<file path="config.mk">
export PLATFORM = sky130hd
export DESIGN_NAME = serial_adder
export DESIGN_NICKNAME = d
export VERILOG_FILES = /design/src/rtl/serial_adder.sv
export SDC_FILE = /design/constraint.sdc
export NUM_CORES = 1
export LEC_CHECK = 0
export ABC_CLOCK_PERIOD_IN_PS = 3730
export CAP_MARGIN = 20
export CORE_MARGIN = 10
export CORE_UTILIZATION = 50
export CTS_CLUSTER_DIAMETER = 30
export DETAILED_ROUTE_END_ITERATION = 12
export GPL_TIMING_DRIVEN = 0
export PLACE_DENSITY = 0.76
export SKIP_CTS_REPAIR_TIMING = 1
export SLEW_MARGIN = 20
export SYNTH_ARGS = -nofsm -noshare
export SYNTH_HDL_FRONTEND = slang
export SYNTH_SLANG_ARGS = --single-unit
</file>
<file path="constraint.sdc">
create_clock -name clk -period 3.73 [get_ports clk]
set_input_delay 1.119 -clock clk [delete_from_list [all_inputs] [get_ports clk]]
set_output_delay 1.119 -clock clk [all_outputs]
set_load 0.01 [all_outputs]
</file>
<file path="src/rtl/serial_adder.sv">
// ---------------------------------------------------------------------------
// serial_adder
//   Bit-serial adder sequencer. Captures two WIDTH-bit operands and an
//   initial carry, then feeds them LSB-first, one bit per clock, through a
//   single full_adder. The inter-bit carry lives in a flip-flop and the
//   result is assembled in a shift register. A one-cycle done pulse marks
//   completion; sum/carryOut hold until the next completion.
//
//   Ports
//     clk       in   rising-edge clock
//     rstN      in   asynchronous active-low reset
//     start     in   begin an addition (sampled only while ready=1)
//     operandA  in   WIDTH-bit addend A, captured on the accepting edge
//     operandB  in   WIDTH-bit addend B, captured on the accepting edge
//     carryIn   in   initial carry, captured on the accepting edge
//     ready     out  high in IDLE
//     busy      out  high in RUN
//     done      out  one-cycle pulse in DONE
//     sum       out  registered WIDTH-bit result
//     carryOut  out  registered final carry
// ---------------------------------------------------------------------------

// Single-bit full adder used as the serial datapath element.
module full_adder (
    input  logic a,
    input  logic b,
    input  logic carryIn,
    output logic sum,
    output logic carryOut
);
    assign sum      = a ^ b ^ carryIn;
    assign carryOut = (a & b) | (carryIn & (a ^ b));
endmodule

module serial_adder #(
    parameter int WIDTH = 8
) (
    input  logic             clk,
    input  logic             rstN,
    input  logic             start,
    input  logic [WIDTH-1:0] operandA,
    input  logic [WIDTH-1:0] operandB,
    input  logic             carryIn,
    output logic             ready,
    output logic             busy,
    output logic             done,
    output logic [WIDTH-1:0] sum,
    output logic             carryOut
);

    // Bit counter needs at least one bit even when WIDTH=1.
    localparam int CW = (WIDTH > 1) ? $clog2(WIDTH) : 1;
    localparam logic [CW-1:0] LAST_BIT = CW'(WIDTH - 1);

    typedef enum logic [1:0] {
        ST_IDLE = 2'd0,
        ST_RUN  = 2'd1,
        ST_DONE = 2'd2
    } state_t;

    state_t           state_q,  state_d;
    logic [WIDTH-1:0] sh_a_q,   sh_a_d;
    logic [WIDTH-1:0] sh_b_q,   sh_b_d;
    logic [WIDTH-1:0] sh_s_q,   sh_s_d;
    logic             carry_q,  carry_d;
    logic [CW-1:0]    count_q,  count_d;
    logic [WIDTH-1:0] sum_q,    sum_d;
    logic             cout_q,   cout_d;
    logic             ready_q,  ready_d;
    logic             busy_q,   busy_d;
    logic             done_q,   done_d;

    logic             fa_sum;
    logic             fa_cout;
    logic [WIDTH-1:0] sh_s_shift;

    full_adder u_fa (
        .a        (sh_a_q[0]),
        .b        (sh_b_q[0]),
        .carryIn  (carry_q),
        .sum      (fa_sum),
        .carryOut (fa_cout)
    );

    // Result shift register: new bit enters at the MSB so that after WIDTH
    // shifts the LSB-first stream lands in natural bit order.
    generate
        if (WIDTH == 1) begin : g_shift_w1
            assign sh_s_shift = fa_sum;
        end else begin : g_shift_wn
            assign sh_s_shift = {fa_sum, sh_s_q[WIDTH-1:1]};
        end
    endgenerate

    always_comb begin
        state_d = state_q;
        sh_a_d  = sh_a_q;
        sh_b_d  = sh_b_q;
        sh_s_d  = sh_s_q;
        carry_d = carry_q;
        count_d = count_q;
        sum_d   = sum_q;
        cout_d  = cout_q;
        ready_d = ready_q;
        busy_d  = busy_q;
        done_d  = done_q;

        case (state_q)
            ST_IDLE: begin
                if (start) begin
                    sh_a_d  = operandA;
                    sh_b_d  = operandB;
                    carry_d = carryIn;
                    count_d = '0;
                    state_d = ST_RUN;
                    ready_d = 1'b0;
                    busy_d  = 1'b1;
                    done_d  = 1'b0;
                end
            end
            ST_RUN: begin
                sh_a_d  = sh_a_q >> 1;
                sh_b_d  = sh_b_q >> 1;
                sh_s_d  = sh_s_shift;
                carry_d = fa_cout;
                count_d = count_q + CW'(1);
                if (count_q == LAST_BIT) begin
                    // Publish the result including the bit computed this edge.
                    sum_d   = sh_s_shift;
                    cout_d  = fa_cout;
                    state_d = ST_DONE;
                    busy_d  = 1'b0;
                    done_d  = 1'b1;
                end
            end
            ST_DONE: begin
                state_d = ST_IDLE;
                done_d  = 1'b0;
                ready_d = 1'b1;
                busy_d  = 1'b0;
            end
            default: begin
                state_d = ST_IDLE;
                ready_d = 1'b1;
                busy_d  = 1'b0;
                done_d  = 1'b0;
            end
        endcase
    end

    // Status outputs are registered alongside the state so they are a pure
    // function of the current state.
    always_ff @(posedge clk or negedge rstN) begin
        if (!rstN) begin
            state_q <= ST_IDLE;
            sh_a_q  <= '0;
            sh_b_q  <= '0;
            sh_s_q  <= '0;
            carry_q <= 1'b0;
            count_q <= '0;
            sum_q   <= '0;
            cout_q  <= 1'b0;
            ready_q <= 1'b1;
            busy_q  <= 1'b0;
            done_q  <= 1'b0;
        end else begin
            state_q <= state_d;
            sh_a_q  <= sh_a_d;
            sh_b_q  <= sh_b_d;
            sh_s_q  <= sh_s_d;
            carry_q <= carry_d;
            count_q <= count_d;
            sum_q   <= sum_d;
            cout_q  <= cout_d;
            ready_q <= ready_d;
            busy_q  <= busy_d;
            done_q  <= done_d;
        end
    end

    assign ready    = ready_q;
    assign busy     = busy_q;
    assign done     = done_q;
    assign sum      = sum_q;
    assign carryOut = cout_q;

endmodule

</file>
## Word-level counts from Yosys, hierarchy flattened

Index checks and enable logic that the tools add are counted.
Widths: inputs -> output; s select.

| storage, ports and cells | value |
|---|---|
| register bits | 42 |
| bits of input ports | 20 |
| output and inout port bits | 12 |
| logic and storage cells | 46 |

| cells by class | value |
|---|---|
| equal/unequal tests | 4 |
| reductions and logical operators | 6 |
| mux-type cells | 18 |
| bitwise operators | 6 |
| $add $sub $neg | 1 |

Operators with widths:

| operator | count |
|---|---|
| $pmux 8 s2 | 2 |
| $mux 8 | 2 |
| $pmux 1 s2 | 4 |
| $reduce_and 2->1 | 4 |
| $pmux 3 s2 | 1 |
| $mux 1 | 5 |
| $mux 2 | 2 |
| $ne 2x2->1 const B | 2 |
| $pmux 2 s2 | 1 |
| $add 3x1->3 const B | 1 |
| $eq 3x3->1 const B | 1 |
| $mux 3 | 1 |
| $and 1x1->1 | 2 |
| $eq 2x1->1 const B | 1 |
| $logic_not 2->1 | 1 |
| $reduce_bool 2->1 | 1 |
| $xor 1x1->1 | 2 |
| $not 1->1 | 1 |
| $or 1x1->1 | 1 |

## Depth between registers and ports, before layout

Gate-level depths: netlist of the first run.

| depth | value |
|---|---|
| depth after elaboration | 4 |
| gate-level depth with buffers | 5 |
| gate-level depth less buffers | 4 |

## By module

Synthesis of the first run repeated with hierarchy kept, for this count alone.

| second synthesis, totals | value |
|---|---|
| cells, all modules | 138 |
| area, all modules | 1781.7 um^2 |

By module, submodules not included:

| module | cells an instance | instances | sequential area each (um^2) | area each (um^2) |
|---|---|---|---|---|
| serial_adder | 137 | 1 | 977.2 | 1761.7 |
| full_adder | 1 | 1 | 0.0 | 20.0 |

## Worst setup path before layout of the first run

OpenSTA, ideal clock, no wires.

| timing path | value |
|---|---|
| path kind | input-to-reg |
| start | input start |
| end | register sh_a_q[2] |
| setup time | 123 ps |
| required time | 3607 ps |
| buffers on the path | 2 |
| arrival | 1822 ps |
| cell stages on the path | 4 |
| path slack | 1786 ps |
| cells stage by stage | buf_2 -> o21ba_2 -> buf_2 -> o221a_2 |

| between the ends | value |
|---|---|
| word-level cells in the longest chain between the ends | 2 |

RTL lines:

| element | RTL line | text |
|---|---|---|
| start, declared | 40 | `input logic start,` |
| $ne 2x2->1 (no source line) | n/a |  |
| $reduce_and 2->1 (no source line) | n/a |  |
| end signal, assigned | 156 | `sh_a_q <= '0;` |
| end signal, assigned | 168 | `sh_a_q <= sh_a_d;` |
| end, declared | 62 | `logic [WIDTH-1:0] sh_a_q, sh_a_d;` |

Every way passes these cells.
A chain may end at the register's enable or synchronous reset.

## Worst setup path after layout of the first run

| timing path | value |
|---|---|
| start | register ready_q (netlist: ready) |
| end | output ready |

RTL lines:

| element | RTL line | text |
|---|---|---|
| start, declared | 69 | `logic ready_q, ready_d;` |
| start signal, assigned | 175 | `ready_q <= ready_d;` |
| end, declared | 44 | `output logic ready,` |

No word-level cell between the ends.

==> results.toml, run 1 <==
[cells_and_area]
drive_above_1_share_pct = 28.2
final_core_util_pct = 67.5
multi_input_area_um2 = 736
design_area_um2 = 2310
diodes = 0
num-fill-cells = 269
layout.nets = 192
ff_latch_area_um2 = 977
syn_to_final_growth_pct = 27.1

[timing]
finalHoldViolations = 0
slew_violations = 0
max-slew-margin-rel_pct = 71.0
hold_ws_ns = 0.491
fin_crit_sh_pct = 68.3
worst_pin_slew_ns = 0.435
fin_skew_ns = 0.00832
min_period_ns = 2.55
finalSetupTns_ns = 0
rsz0062_at_grt = "no"
setup_viol = 0
max_freq_mhz = 393

[cts]
path_clk_slew_ns = 0.11
cts_root_buf = "clkbuf_4"
clock_sinks = 39
cts_max_level = 2
cts_tree = "built"
numCtsBuffers = 5
cts_buffer_depth = 2
insertion_delay_ns = 0.35

[route]
wl_per_cell_um = 17.6
vias = 1217
drc_errors = 0
viasPerCell = 5.63
drt-initial-drc-count = 39
ant_nets = 0
routed_wl_um = 3810
drt-pass1-iter-count = 4

[synth]
syn_area_um2 = 1820
yosys-top-cells-count = "dfrtp_1, mux2_4, o221a_2, or4b_1"
post_synth.cell_area_avg_um2 = 14.0
synth_area_leaders = "dfrtp_1, mux2_4, o221a_2"
synth_warnings = 0
synth.most_common_cell = "dfrtp_1"
syn_inst = 130
synth_top_area_share_pct = 52.4
ys_seq_area_share_pct = 53.8
syn_nets = 153
synth_top_cell_by_area = "dfrtp_1"
ys_ff_latch = 39
synthFlopType = "dfrtp_1"
synth-edff-count = 0
async_reset_ff_share_pct = 100
yosysUniqueCellTypes = 27

[worst_setup_path]
crit_arrival_ns = 1.43
start_kind = "register"
cp_num_buf_inv = 1
cp_cell_sequence = "clkdlybuf4s50_1"
critPathKind = "register to output port"
cp_slowest_cell = "dfstp_2"
crit_path_max_fanout = 2
end_kind = "output port"
slowest_delay_ns = 0.55
required_ns = 2.61
cpLargestDelayFamily = "flip-flops"

[floorplan]
die_w_um = 80.3
io_pins = 32
start_util_pct = 53.2
dieArea_um2 = 6440
rows = 21
core-area_um2 = 3420
die-height_um = 80.3

[global_routing]
grtUsageTotal_pct = 12.3
antenna_found_initial = 0
grt_pass1_vias = 1323
grt_max_degree = 24
grt_pass1_wl_um = 6150
globalRoute.totalOverflow = 0

[placed_design]
numPortBuffers = 31
placedInstanceArea_um2 = 2210
gp_congestion = 0.785
dpl.hpwl_um = 2800

[power]
ir_drop_mv = 0.342
power.density_nw_per_um2 = 818
p_leak_nw = 1.03
power_w = 0.00189

[run]
maxCapViolations = 0

[hold_path]
hp-class = "register to register"

[outcome]
status = "completed"
==> per-layer routing <==
layer	vias up	global-route usage [%]	part of all wire, %
met5	-	0	0
met4	0	7.04	2.8
met3	9	4.68	6.4
met2	37	19.5	47
met1	595	13.8	44
li1	576	-	-
==> cells by family (layout without fill, tap and decap cells) <==
logic type / count (synthesis) / in the layout / synth area share (%)
simple gates: 29 / 29 / 13.8
mux: 17 / 17 / 12.3
buf+inv: 19 / 59 / 5.65
fa+ha+maj: 3 / 3 / 2.48
compound gates: 23 / 23 / 11.9
flops: 39 / 39 / 53.8
==> final cells by class <==
type                       count  area share, %
clock inverter                 2           2.60
timing repair buffer          32           14.4
clock buffer                   6           1.79
tap                           46           2.49
buffer                        12           3.31
multi-input combinational     72           31.9
sequential                    39           42.4
inverter                       7           1.14
==> power breakdown <==
| group | switching, W | internal, W | total [W] |
|---|---|---|---|
| clock | 0.000142 | 0.000209 | 0.000352 |
| combinational | 0.000302 | 0.000472 | 0.000774 |
| sequential | 0.000133 | 0.000629 | 0.000762 |
==> flip-flops by register name, indices dropped and copies added, names as in the netlist, 3 cells and up <==
name	flops
sum	8
sh_s_q	7
sh_a_q	8
sh_b_q	8
count_q	3
==> metrics by stage <==
stage | cells | worst slack, ns
5_1_grt | 216 | 1.13
6_report | 216 | 1.18
3_3_place_gp | 207 | 0.682
2_1_floorplan | 130 | 1.79
4_1_cts | 216 | 1.16
3_5_place_dp | 208 | 1.14
==> final timing paths <==
check | cells past startpoint | endpoint | start | slack, ns
worst max-delay path | 1 | ready | ready$_DFFE_PN1P_ | 1.18
worst min-delay path | 1 | count_q[0]$_DFFE_PN0P_ | count_q[0]$_DFFE_PN0P_ | 0.49
worst max register to register | 5 | sum[7]$_DFFE_PN0P_ | count_q[0]$_DFFE_PN0P_ | 2.24
worst min register to register | 1 | count_q[0]$_DFFE_PN0P_ | count_q[0]$_DFFE_PN0P_ | 0.49
max in group asynchronous | 2 | ready$_DFFE_PN1P_ | rstN | 2.50
min in group asynchronous | 1 | sum[2]$_DFFE_PN0P_ | rstN | 0.68
==> placed cells by master, fill, tap and decap left out <==
master / Yosys / final
a211oi_1: 5 / 5
nand3b_1: 1 / 1
nand2b_1: 3 / 3
nor2b_2: 1 / 1
or4b_1: 9 / 9
inv_1: 7 / 7
clkbuf_1: 2 / 3
a21oi_1: 1 / 1
mux2i_1: 1 / 1
clkbuf_4: 0 / 5
dfstp_2: 1 / 1
fa_1: 1 / 1
a21o_1: 1 / 1
nor3b_1: 7 / 7
buf_16: 0 / 1
nor4bb_1: 2 / 2
o21bai_2: 1 / 1
ha_1: 2 / 2
a211o_1: 2 / 2
bufinv_16: 0 / 2
mux2_4: 9 / 9
mux2_2: 7 / 7
o221a_2: 9 / 9
a22o_1: 2 / 2
buf_6: 3 / 3
dfrtp_1: 38 / 38
a221oi_1: 1 / 1
o21ba_2: 1 / 1
nor4b_1: 6 / 6
buf_2: 7 / 8
clkdlybuf4s50_1: 0 / 30
Note: power is estimated with default switching activity, not from simulation.
==> run 2, diff against run 1 <==
- ABC_CLOCK_PERIOD_IN_PS: 3730 -> 2550
- clock period: 3.73 -> 2.55 ns (I/O delays scaled with it)
==> results of run 2 <==
The final DEF is identical to that of run 1. Status: completed.
Main changes from that run: setup slack after placement 1.14 ns -> 0.317 ns; clock-pin slew on the worst setup and hold paths 0.11 ns -> 0.12 ns; setup slack after layout 1.18 ns -> 0.356 ns; hold slack 0.491 ns -> 0.331 ns; register-to-register setup slack 2.24 ns -> 1.06 ns; total power 0.00189 W -> 0.00276 W; worst IR drop on VDD 0.342 mV -> 0.501 mV
==> run 3, diff against run 2 <==
- GPL_ROUTABILITY_DRIVEN: unset -> 0
- REMOVE_ABC_BUFFERS: unset -> 1
==> results.toml, run 3 (same netlist as run 1, synthesis figures left out) <==
[outcome]
status = "completed"

[timing]
setup_slack_ns = 0.112
setup_viol = 0
fin_crit_sh_pct = 95.6
worst_pin_slew_ns = 0.667
finalHoldViolations = 0
hold_ws_ns = 0.326
finalSetupTns_ns = 0
slew_violations = 0
max_freq_mhz = 410
fin_skew_ns = 0.00565
min_period_ns = 2.44
max-slew-margin-rel_pct = 55.4
rsz0062_at_grt = "no"

[floorplan]
die_w_um = 80.3
core-area_um2 = 3420
io_pins = 32
dieArea_um2 = 6440
die-height_um = 80.3
start_util_pct = 53.2
rows = 21

[worst_setup_path]
required_ns = 1.79
cp_num_buf_inv = 1
end_kind = "output port"
crit_path_max_fanout = 32
start_kind = "register"
cpLargestDelayFamily = "flip-flops"
crit_arrival_ns = 1.67
slowest_delay_ns = 0.69
cp_cell_sequence = "clkdlybuf4s50_1"
cp_slowest_cell = "dfrtp_2"
r2r_setup_slack_ns = 0.73
critPathKind = "register to output port"

[cts]
cts_tree = "built"
path_clk_slew_ns = 0.11
cts_root_buf = "clkbuf_4"
cts_max_level = 2
cts_buffer_depth = 2
clock_sinks = 39
insertion_delay_ns = 0.33
numCtsBuffers = 5

[power]
pwr-share-comb_pct = 40.5
seq_power_share_pct = 47.5
ir_drop_mv = 0.479
p_sw_share_pct = 32.2
power.internal_w = 0.00167
p_leak_nw = 0.960
power_w = 0.00246
power.density_nw_per_um2 = 1120
clockPowerShare_pct = 12.0
switchingPower_w = 0.000793

[route]
ant_nets = 0
wl_per_cell_um = 16.4
viasPerCell = 5.81
vias = 1185
drc_errors = 0
routed_wl_um = 3360
drt-initial-drc-count = 44
drt-pass1-iter-count = 4

[cells_and_area]
final_common_cell = "dfrtp_1"
layout.nets = 180
final_cell_mix = "dfrtp_1, clkdlybuf4s50_1, or4b_1, o221a_2, mux2_4"
num-fill-cells = 292
drive_above_1_share_pct = 25.9
syn_to_final_growth_pct = 20.5
diodes = 0
design_area_um2 = 2190

[placed_design]
pre_cts_ws_ns = 0.123
numPortBuffers = 31
placedInstanceArea_um2 = 2130
dpl.hpwl_um = 2420

[hold_path]
hp-class = "input pin to async pin"

[global_routing]
antenna_found_initial = 0
grt_max_degree = 33
grt_pass1_wl_um = 5710
grtUsageTotal_pct = 11.0
globalRoute.totalOverflow = 0
grt_pass1_vias = 1225

[run]
maxCapViolations = 0
run 3: cell types whose count changed in the layout (fill, tap and decap cells not counted), moves of 2 or more:
cell       change
buf_6          -3
dfrtp_1        -2
clkinv_2       +3
clkbuf_1       -3
bufinv_16      -2
buf_2          -7
run 3: metal layers:
layer | part of all wire, % | vias to the layer above | routed length (um) | track usage [%]
li1 | - | 547 | - | -
met1 | 43 | 602 | 1450 | 12.9
met2 | 48 | 33 | 1630 | 17.8
met3 | 7.7 | 3 | 258 | 5.01
met4 | 0.66 | 0 | 22 | 2.64
met5 | 0 | - | 0 | 0
run 3: power by group through the flow:
| stage | logic, W | registers, W | clock network (W) |
|---|---|---|---|
| 3_5_place_dp | 0.00101 | 0.00118 | 0 |
| 5_1_grt | 0.00109 | 0.00122 | 0.000342 |
| 3_3_place_gp | 0.000970 | 0.00116 | 0 |
| 2_1_floorplan | 0.000636 | 0.00115 | 0 |
| 6_report | 0.000994 | 0.00117 | 0.000295 |
| 4_1_cts | 0.00102 | 0.00117 | 0.000307 |
run 3: path summary, 6_finish.rpt:
kind                                           to  depth (start not counted)              startpoint
max                                          done                          1        done$_DFFE_PN0P_
min reg2reg                count_q[0]$_DFFE_PN0P_                          1  count_q[0]$_DFFE_PN0P_
max in group asynchronous        done$_DFFE_PN0P_                          2                    rstN
max reg2reg                    sum[7]$_DFFE_PN0P_                          2        done$_DFFE_PN0P_
min in group clk           count_q[0]$_DFFE_PN0P_                          1  count_q[0]$_DFFE_PN0P_
min                            sum[2]$_DFFE_PN0P_                          1                    rstN
run 3: per-stage QoR:
step,utilization [%],cells
after global routing,64.0,204
after floorplan,-,118
final,64.0,204
after detailed placement,62.3,196
after CTS,63.9,204
after global placement,61.7,195
run 3: cell type report:
class	count	area, um^2	area share, %
Clock buffer	5	37.5	1.72
Sequential cell	39	982	44.9
Clock inverter	3	15.0	0.686
Tap cell	46	57.6	2.63
Multi-Input combinational cell	72	736	33.6
Timing Repair Buffer	32	333	15.2
Inverter	7	26.3	1.20
